## src/rtl/riscv_fetch_pkg.sv

```systemverilog
// Shared fetch-stage types and helpers: FSM encoding, next-state select codes, byte-to-word index.
package riscv_fetch_pkg;

    localparam int unsigned INSTR_BYTES      = 4;
    localparam logic [31:0] DEFAULT_RESET_PC = 32'h0000_0000;

    typedef enum logic {
        FETCH_RUN  = 1'b0,
        FETCH_HALT = 1'b1
    } fetch_state_e;

    // How the registers advance on the next edge (reset handled separately).
    typedef enum logic [1:0] {
        SEL_SEQ    = 2'd0,
        SEL_BRANCH = 2'd1,
        SEL_HOLD   = 2'd2
    } fetch_sel_e;

    function automatic logic [31:0] word_idx(input logic [31:0] byte_addr);
        return byte_addr >> 2;
    endfunction

endpackage

```

## src/rtl/fetch_addr_sel.sv

```systemverilog
// Combinational priority mux: memory read index, next-state select, issued address and its range check.
// Zero latency; a stall re-presents the current word since instruction memory has no enable.
module fetch_addr_sel
    import riscv_fetch_pkg::*;
#(
    parameter int unsigned IMEM_DEPTH = 11
) (
    input  logic         branch_taken,
    input  logic [31:0]  branch_target,
    input  fetch_state_e state,
    input  logic         stall,
    input  logic         fetch_valid,
    input  logic [31:0]  fetch_pc,
    input  logic [31:0]  pc,
    output logic [31:0]  read_address,
    output fetch_sel_e   sel,
    output logic [31:0]  issue_pc,
    output logic         issue_in_range
);

    always_comb begin
        read_address = word_idx(pc);
        sel          = SEL_HOLD;
        issue_pc     = pc;
        if (branch_taken) begin
            read_address = word_idx(branch_target);
            sel          = SEL_BRANCH;
            issue_pc     = branch_target & 32'hFFFF_FFFC;
        end else if (state == FETCH_HALT) begin
            // Park the memory on an in-range word while nothing is issued.
            read_address = 32'd0;
            sel          = SEL_HOLD;
        end else if (stall) begin
            read_address = fetch_valid ? word_idx(fetch_pc) : word_idx(pc);
            sel          = SEL_HOLD;
        end else begin
            read_address = word_idx(pc);
            sel          = SEL_SEQ;
        end
        issue_in_range = word_idx(issue_pc) < 32'(IMEM_DEPTH);
    end

endmodule

```

## src/rtl/fetch_unit.sv

```systemverilog
// PC / fetch control ahead of a 1-cycle registered instruction memory; one instruction per cycle.
// Stall replays the current word, branches redirect with no bubble, running past IMEM_DEPTH halts.
module fetch_unit
    import riscv_fetch_pkg::*;
#(
    parameter logic [31:0]  RESET_PC   = DEFAULT_RESET_PC,
    parameter int unsigned  IMEM_DEPTH = 11
) (
    input  logic        clock,
    input  logic        reset,
    input  logic        stall,
    input  logic        branch_taken,
    input  logic [31:0] branch_target,
    output logic [31:0] readAddress,
    output logic [31:0] fetch_pc,
    output logic        fetch_valid,
    output logic [31:0] pc_plus4,
    output logic        halted
);

    fetch_state_e state;
    logic [31:0]  pc;
    fetch_sel_e   sel;
    logic [31:0]  issue_pc;
    logic         issue_in_range;

    fetch_addr_sel #(
        .IMEM_DEPTH(IMEM_DEPTH)
    ) u_addr_sel (
        .branch_taken  (branch_taken),
        .branch_target (branch_target),
        .state         (state),
        .stall         (stall),
        .fetch_valid   (fetch_valid),
        .fetch_pc      (fetch_pc),
        .pc            (pc),
        .read_address  (readAddress),
        .sel           (sel),
        .issue_pc      (issue_pc),
        .issue_in_range(issue_in_range)
    );

    assign pc_plus4 = fetch_pc + 32'(INSTR_BYTES);

    always_ff @(posedge clock) begin
        if (!reset) begin
            pc          <= RESET_PC;
            fetch_pc    <= 32'd0;
            fetch_valid <= 1'b0;
            state       <= FETCH_RUN;
            halted      <= 1'b0;
        end else begin
            case (sel)
                SEL_SEQ, SEL_BRANCH: begin
                    if (issue_in_range) begin
                        fetch_pc    <= issue_pc;
                        fetch_valid <= 1'b1;
                        pc          <= issue_pc + 32'(INSTR_BYTES);
                        state       <= FETCH_RUN;
                        halted      <= 1'b0;
                    end else begin
                        // pc and fetch_pc keep their last values while halted.
                        fetch_valid <= 1'b0;
                        state       <= FETCH_HALT;
                        halted      <= 1'b1;
                    end
                end
                default: ;
            endcase
        end
    end

endmodule

```

## config.mk

```make
export PLATFORM = sky130hd
export DESIGN_NAME = fetch_unit
export DESIGN_NICKNAME = d
export VERILOG_FILES = /design/src/rtl/riscv_fetch_pkg.sv /design/src/rtl/fetch_addr_sel.sv /design/src/rtl/fetch_unit.sv
export SDC_FILE = /design/constraint.sdc
export NUM_CORES = 1
export LEC_CHECK = 0
export CAP_MARGIN = 20
export CORE_ASPECT_RATIO = 0.9
export CORE_UTILIZATION = 48
export CTS_CLUSTER_DIAMETER = 150
export CTS_CLUSTER_SIZE = 8
export DETAILED_ROUTE_END_ITERATION = 6
export GPL_ROUTABILITY_DRIVEN = 0
export GPL_TIMING_DRIVEN = 0
export PLACE_DENSITY = 0.85
export SLEW_MARGIN = 20
export SYNTH_ARGS = -nofsm -noshare
export SYNTH_HDL_FRONTEND = slang
export SYNTH_HIERARCHICAL = 1
export SYNTH_SLANG_ARGS = --single-unit
```

## constraint.sdc

```tcl
create_clock -name clock -period 3.6 [get_ports clock]
set_clock_uncertainty 0.15 [all_clocks]
set_input_delay 0.36 -clock clock [delete_from_list [all_inputs] [get_ports clock]]
set_output_delay 0.36 -clock clock [all_outputs]
set_load 0.005 [all_outputs]
```

# Word-level counts from Yosys, hierarchy flattened

Index checks and enable logic that the tools add are counted.

Output and inout bits: 98
Input port bits: 36
Register bits: 66

$lt $le $gt $ge: 1
$add $sub $neg: 2
Equality and inequality tests: 1
Reduce and logical (&&, ||, !) cells: 3
Multiplexer cells: 10

Operators by type and width:

| cell                    | count |
|---|---|
| $mux W32                | 4 |
| $add A32 B3 Y32 const B | 2 |
| $lt A30 B4 Y1 const B   | 1 |
| $mux W30                | 1 |
| $mux W2                 | 3 |
| $eq A2 B1 Y1 const B    | 1 |
| $logic_not A2 Y1        | 1 |
| $mux W1                 | 2 |
| $reduce_and A2 Y1       | 1 |
| $reduce_or A2 Y1        | 1 |

# Depth between registers and ports, before layout

Depth in word-level cells: 6
Depth in mapped cells: 11

# Modules after synthesis

Netlist, hierarchy kept.

Modules (own cells, without submodules):

| module         | seq. area each (um^2) | times used | area an instance (um^2) | cells each |
|---|---|---|---|---|
| fetch_unit     | 1281.2                | 1          | 3414.5                  | 443 |
| fetch_addr_sel | 0.0                   | 1          | 1092.3                  | 196 |

# Worst setup path after synthesis

No wires, ideal clock.

Path kind: input to register
From: input port branch_taken
To: register pc[29]
Arrival time: 2522 ps
Path slack: 866 ps
Buffers on the path: 2
Stages on the path: 8
Library setup time: 62 ps
Cells stage by stage: clkbuf_1 clkbuf_1 nand2_1 o21ai_0 nand4_4 or4_4 or4_1 nand3_1

Elaborated cells on any way between the ends: 8

RTL lines:

| what                               | RTL line             | text |
|---|---|---|
| from (decl)                        | fetch_unit.sv:12     | `input logic branch_taken,` |
| $mux W32 *                         | fetch_addr_sel.sv:25 | `if (branch_taken) begin` |
| named net issue_pc[7]              | fetch_unit.sv:24     | `logic [31:0] issue_pc;` |
| $lt A30 B4 Y1                      | fetch_addr_sel.sv:40 | `issue_in_range = word_idx(issue_pc) < 32'(IMEM_DEPTH);` |
| $reduce_and A2 Y1 (no source line) | n/a                  |  |
| to (signal assigned)               | fetch_unit.sv:58     | `pc <= issue_pc + 32'(INSTR_BYTES);` |
| to (decl)                          | fetch_unit.sv:22     | `logic [31:0] pc;` |

The timed path passes the listed nets; every way through them passes the cells marked *.
A chain may end at the register's enable or synchronous reset.

# Worst setup path in the final report

From: input port branch_taken
To: register pc[22]

The elaborated chain is that of the path after synthesis.

==> results.env <==
OUTCOME='finished clean'
CLOCK_TREE_ROOT_DRIVER_CELL='clkbuf_8'
POST_CTS_BUFFERS=0
DIE_H_UM=93.85
CRIT_SLOWEST_CELL='clkdlybuf4s50_1'
CORE_UM2=9125
CRITPATHCAPTURETYPE='flop'
TOTALNEGATIVESETUPSLACK_PS=0
SYNTH_AREA_UM2=4499
CTS.SINK_COUNT=64
HOLD_PATH_CLASS='reg -> reg'
MET3_TRACK_UTILIZATION_FROM_GLOBAL_ROUTING=0.1269
GRT_USAGE=0.3571
NETLIST_INSTANCES=638
GR-TOTAL-OVERFLOW=0
GLOBAL_ROUTE_WIRE_LENGTH_BEFORE_REPAIR_MM=27.12
SEQUENTIAL_CELL_AREA_UM2=1281
CLKLATENCYLATEPIN_PS=370
CTS_TREE='done'
CLOCKBUFFERDEPTH=2
NUM_VIAS=5746
SYNTH-WARNING-COUNT=6
TOP_LEVEL_PORTS=134
ROUTED_WIRE_LENGTH_PER_INSTANCE_UM=19.41
PEAK_SUPPLY_DROP_mV=0.1888
DIE_AREA_UM2=9766
TIMING.MAX_CAP.VIOLATIONS=0
POWER_mW=2.170
INITIAL_UTILIZATION=0.4931
GRT.MET1_USAGE=0.4146
CTS.HTREE.LEVELS=3
GROUTE.LAYER.MET2.USAGE=0.5711
RELSLEWSLACK=0.2962
PORT_BUFFER_COUNT=129
DETAIL_ROUTE.VIAS_PER_CELL=6.342
SYNTH.AVG_CELL_AREA_UM2=7.052
GRT_MAX_DEGREE=11
WORST_PATH_LARGEST_CELL_DELAY_PS=590
DRT_FIRST_PASS_ITERS=6
WORST-ENDPOINT-ARRIVAL_PS=3630
MAX_FREQ_MHz=284.7
DATA_REQUIRED_TIME_OF_THE_WORST_PATH_PS=3710
FIN_CRIT_PS=3513
FLOORPLAN.DIE.WIDTH_UM=104.1
DIODE_COUNT=0
FINALHOLDVIOLCOUNT=0
DP_HPWL_MM=12.96
GRT_BUSIEST_LAYER='met2'
NUM_ROWS=33
NUMBER_OF_MAX_SLEW_VIOLATIONS_IN_THE_FINAL_REPORT=0
DETAIL-ROUTE-ANTENNA-NETS=0
CRIT_PATH_CELL_TRACE='clkdlybuf4s50_1 -> clkbuf_2 -> clkbuf_2 -> nand2_1 -> o21ai_0 -> and3_2 -> buf_2 -> nand4_2 -> or4_1 -> a311oi_1'
UNREPAIRED_SETUP_ENDPOINTS_AFTER_GLOBAL_ROUTING='false'
CRIT_FANOUT=10
GRT_PASS1_VIAS=5404
CELLPOWERDENSITY_nW_PER_UM2=351.2
REPORT.FINAL.SETUP_VIOL=0
CLK_PIN_SLEW_PS=70
P_LEAK_nW=2.262
SHARE_OF_FINAL_LAYOUT_STANDARD_CELLS_STRONGER_THAN_DRIVE_STRENGTH_1=0.05612
DRTITER0DRC=714
MULTI_INPUT_COMBINATIONAL_CELL_AREA_UM2=2888
CRIT_TOP_CELL='clkbuf_2'
SETUP.WORST_PATH.CLASS='in -> reg'
WORSTMARGINPINSLEW_PS=1045
DRC=0
POST-ROUTE-PERIOD-UTIL=0.9758
FILL_CELLS=743
WIRELENGTH_MM=17.59
FINAL_NET_COUNT=817
INSERTED_CLOCK_BUFFERS=9
LAYOUT-AREA-OVERHEAD-VS-SYNTH_PCT=37.35
ANTENNA_FOUND_INITIAL=0
CRIT_PATH_START_KIND='input port'
placed cells by master, fill, tap and decap left out, drive strengths merged, types with 8 or more instances in the layout:
| master | n |
|---|---|
| o21ai | 88 |
| nor3 | 10 |
| mux2i | 30 |
| a31oi | 9 |
| and4 | 8 |
| a21oi | 40 |
| dfxtp | 64 |
| buf | 12 |
| xnor2 | 23 |
| clkbuf | 47 |
| and3 | 14 |
| clkdlybuf4s50 | 129 |
| inv | 37 |
| nand2 | 113 |
| xor2 | 16 |
| nand4 | 16 |
| or4 | 12 |
| nand3 | 30 |
| nor4 | 18 |
| nor2 | 16 |
worst paths after layout:
path / startpoint / endpoint / slack, ps / cells after the start
setup / recovery: branch_taken / pc[22] / 90 / 10
hold / removal: fetch_pc[1] / fetch_pc[1] / 340 / 2
setup reg to reg: pc[24] / fetch_pc[23] / 370 / 10
hold reg to reg: fetch_pc[1] / fetch_pc[1] / 340 / 2
state kept, by name, summed over array words and instances, names as in the netlist:
| signal | cells |
|---|---|
| fetch_valid | 1 |
| pc | 30 |
| fetch_pc | 32 |
| state | 1 |
routing by layer:
metal	share of wire	routed length, um
met5	0	0
met4	0.046	816
met3	0.14	2498
met2	0.45	7837
met1	0.37	6437
area by class of cell:
| type | instances | share of cell area |
|---|---|---|
| clock inverters | 3 | 0.01053 |
| repair buffers | 129 | 0.2089 |
| well taps | 122 | 0.02470 |
| clock buffers | 13 | 0.02409 |
| plain buffers | 46 | 0.03462 |
| flip-flops and latches | 64 | 0.2073 |
| inverters | 37 | 0.02247 |
| multi-input cells | 492 | 0.4673 |
critical path: cells and delay by family:
family / cells / cell delay (ps)
buffers and inverters: 4 / 1500
AND/OR/NAND/NOR: 4 / 1130
AO/OA/AOI/OAI: 2 / 620
what timing repair did:
action,4_1_cts,5_1_grt
gates resized for setup,5,14
gates cloned,0,0
hold buffers,0,0
endpoints found under the setup margin,41,55
pin swaps,0,0
through the flow:
stage | instance area (um2) | hold WS (ps) | util | setup slack, ps | cells
final | 6180 | 337.0 | 0.6772 | 87.13 | 906
after floorplan | 4503 | 299.0 | - | 866.2 | 639
after detailed placement | 5947 | 328.3 | 0.6517 | -662.0 | 890
after global routing | 6180 | 366.5 | 0.6772 | 6.054 | 906
after CTS | 6172 | 335.8 | 0.6764 | 21.58 | 906
after global placement | 5947 | 311.4 | 0.6517 | -592.6 | 890
where the power goes:
group          internal, mW  total [mW]  switching (mW)
registers             0.768       0.850          0.0815
clock network         0.409       0.711           0.302
logic                 0.264       0.610           0.346
Power figures use the tool's default switching activity.
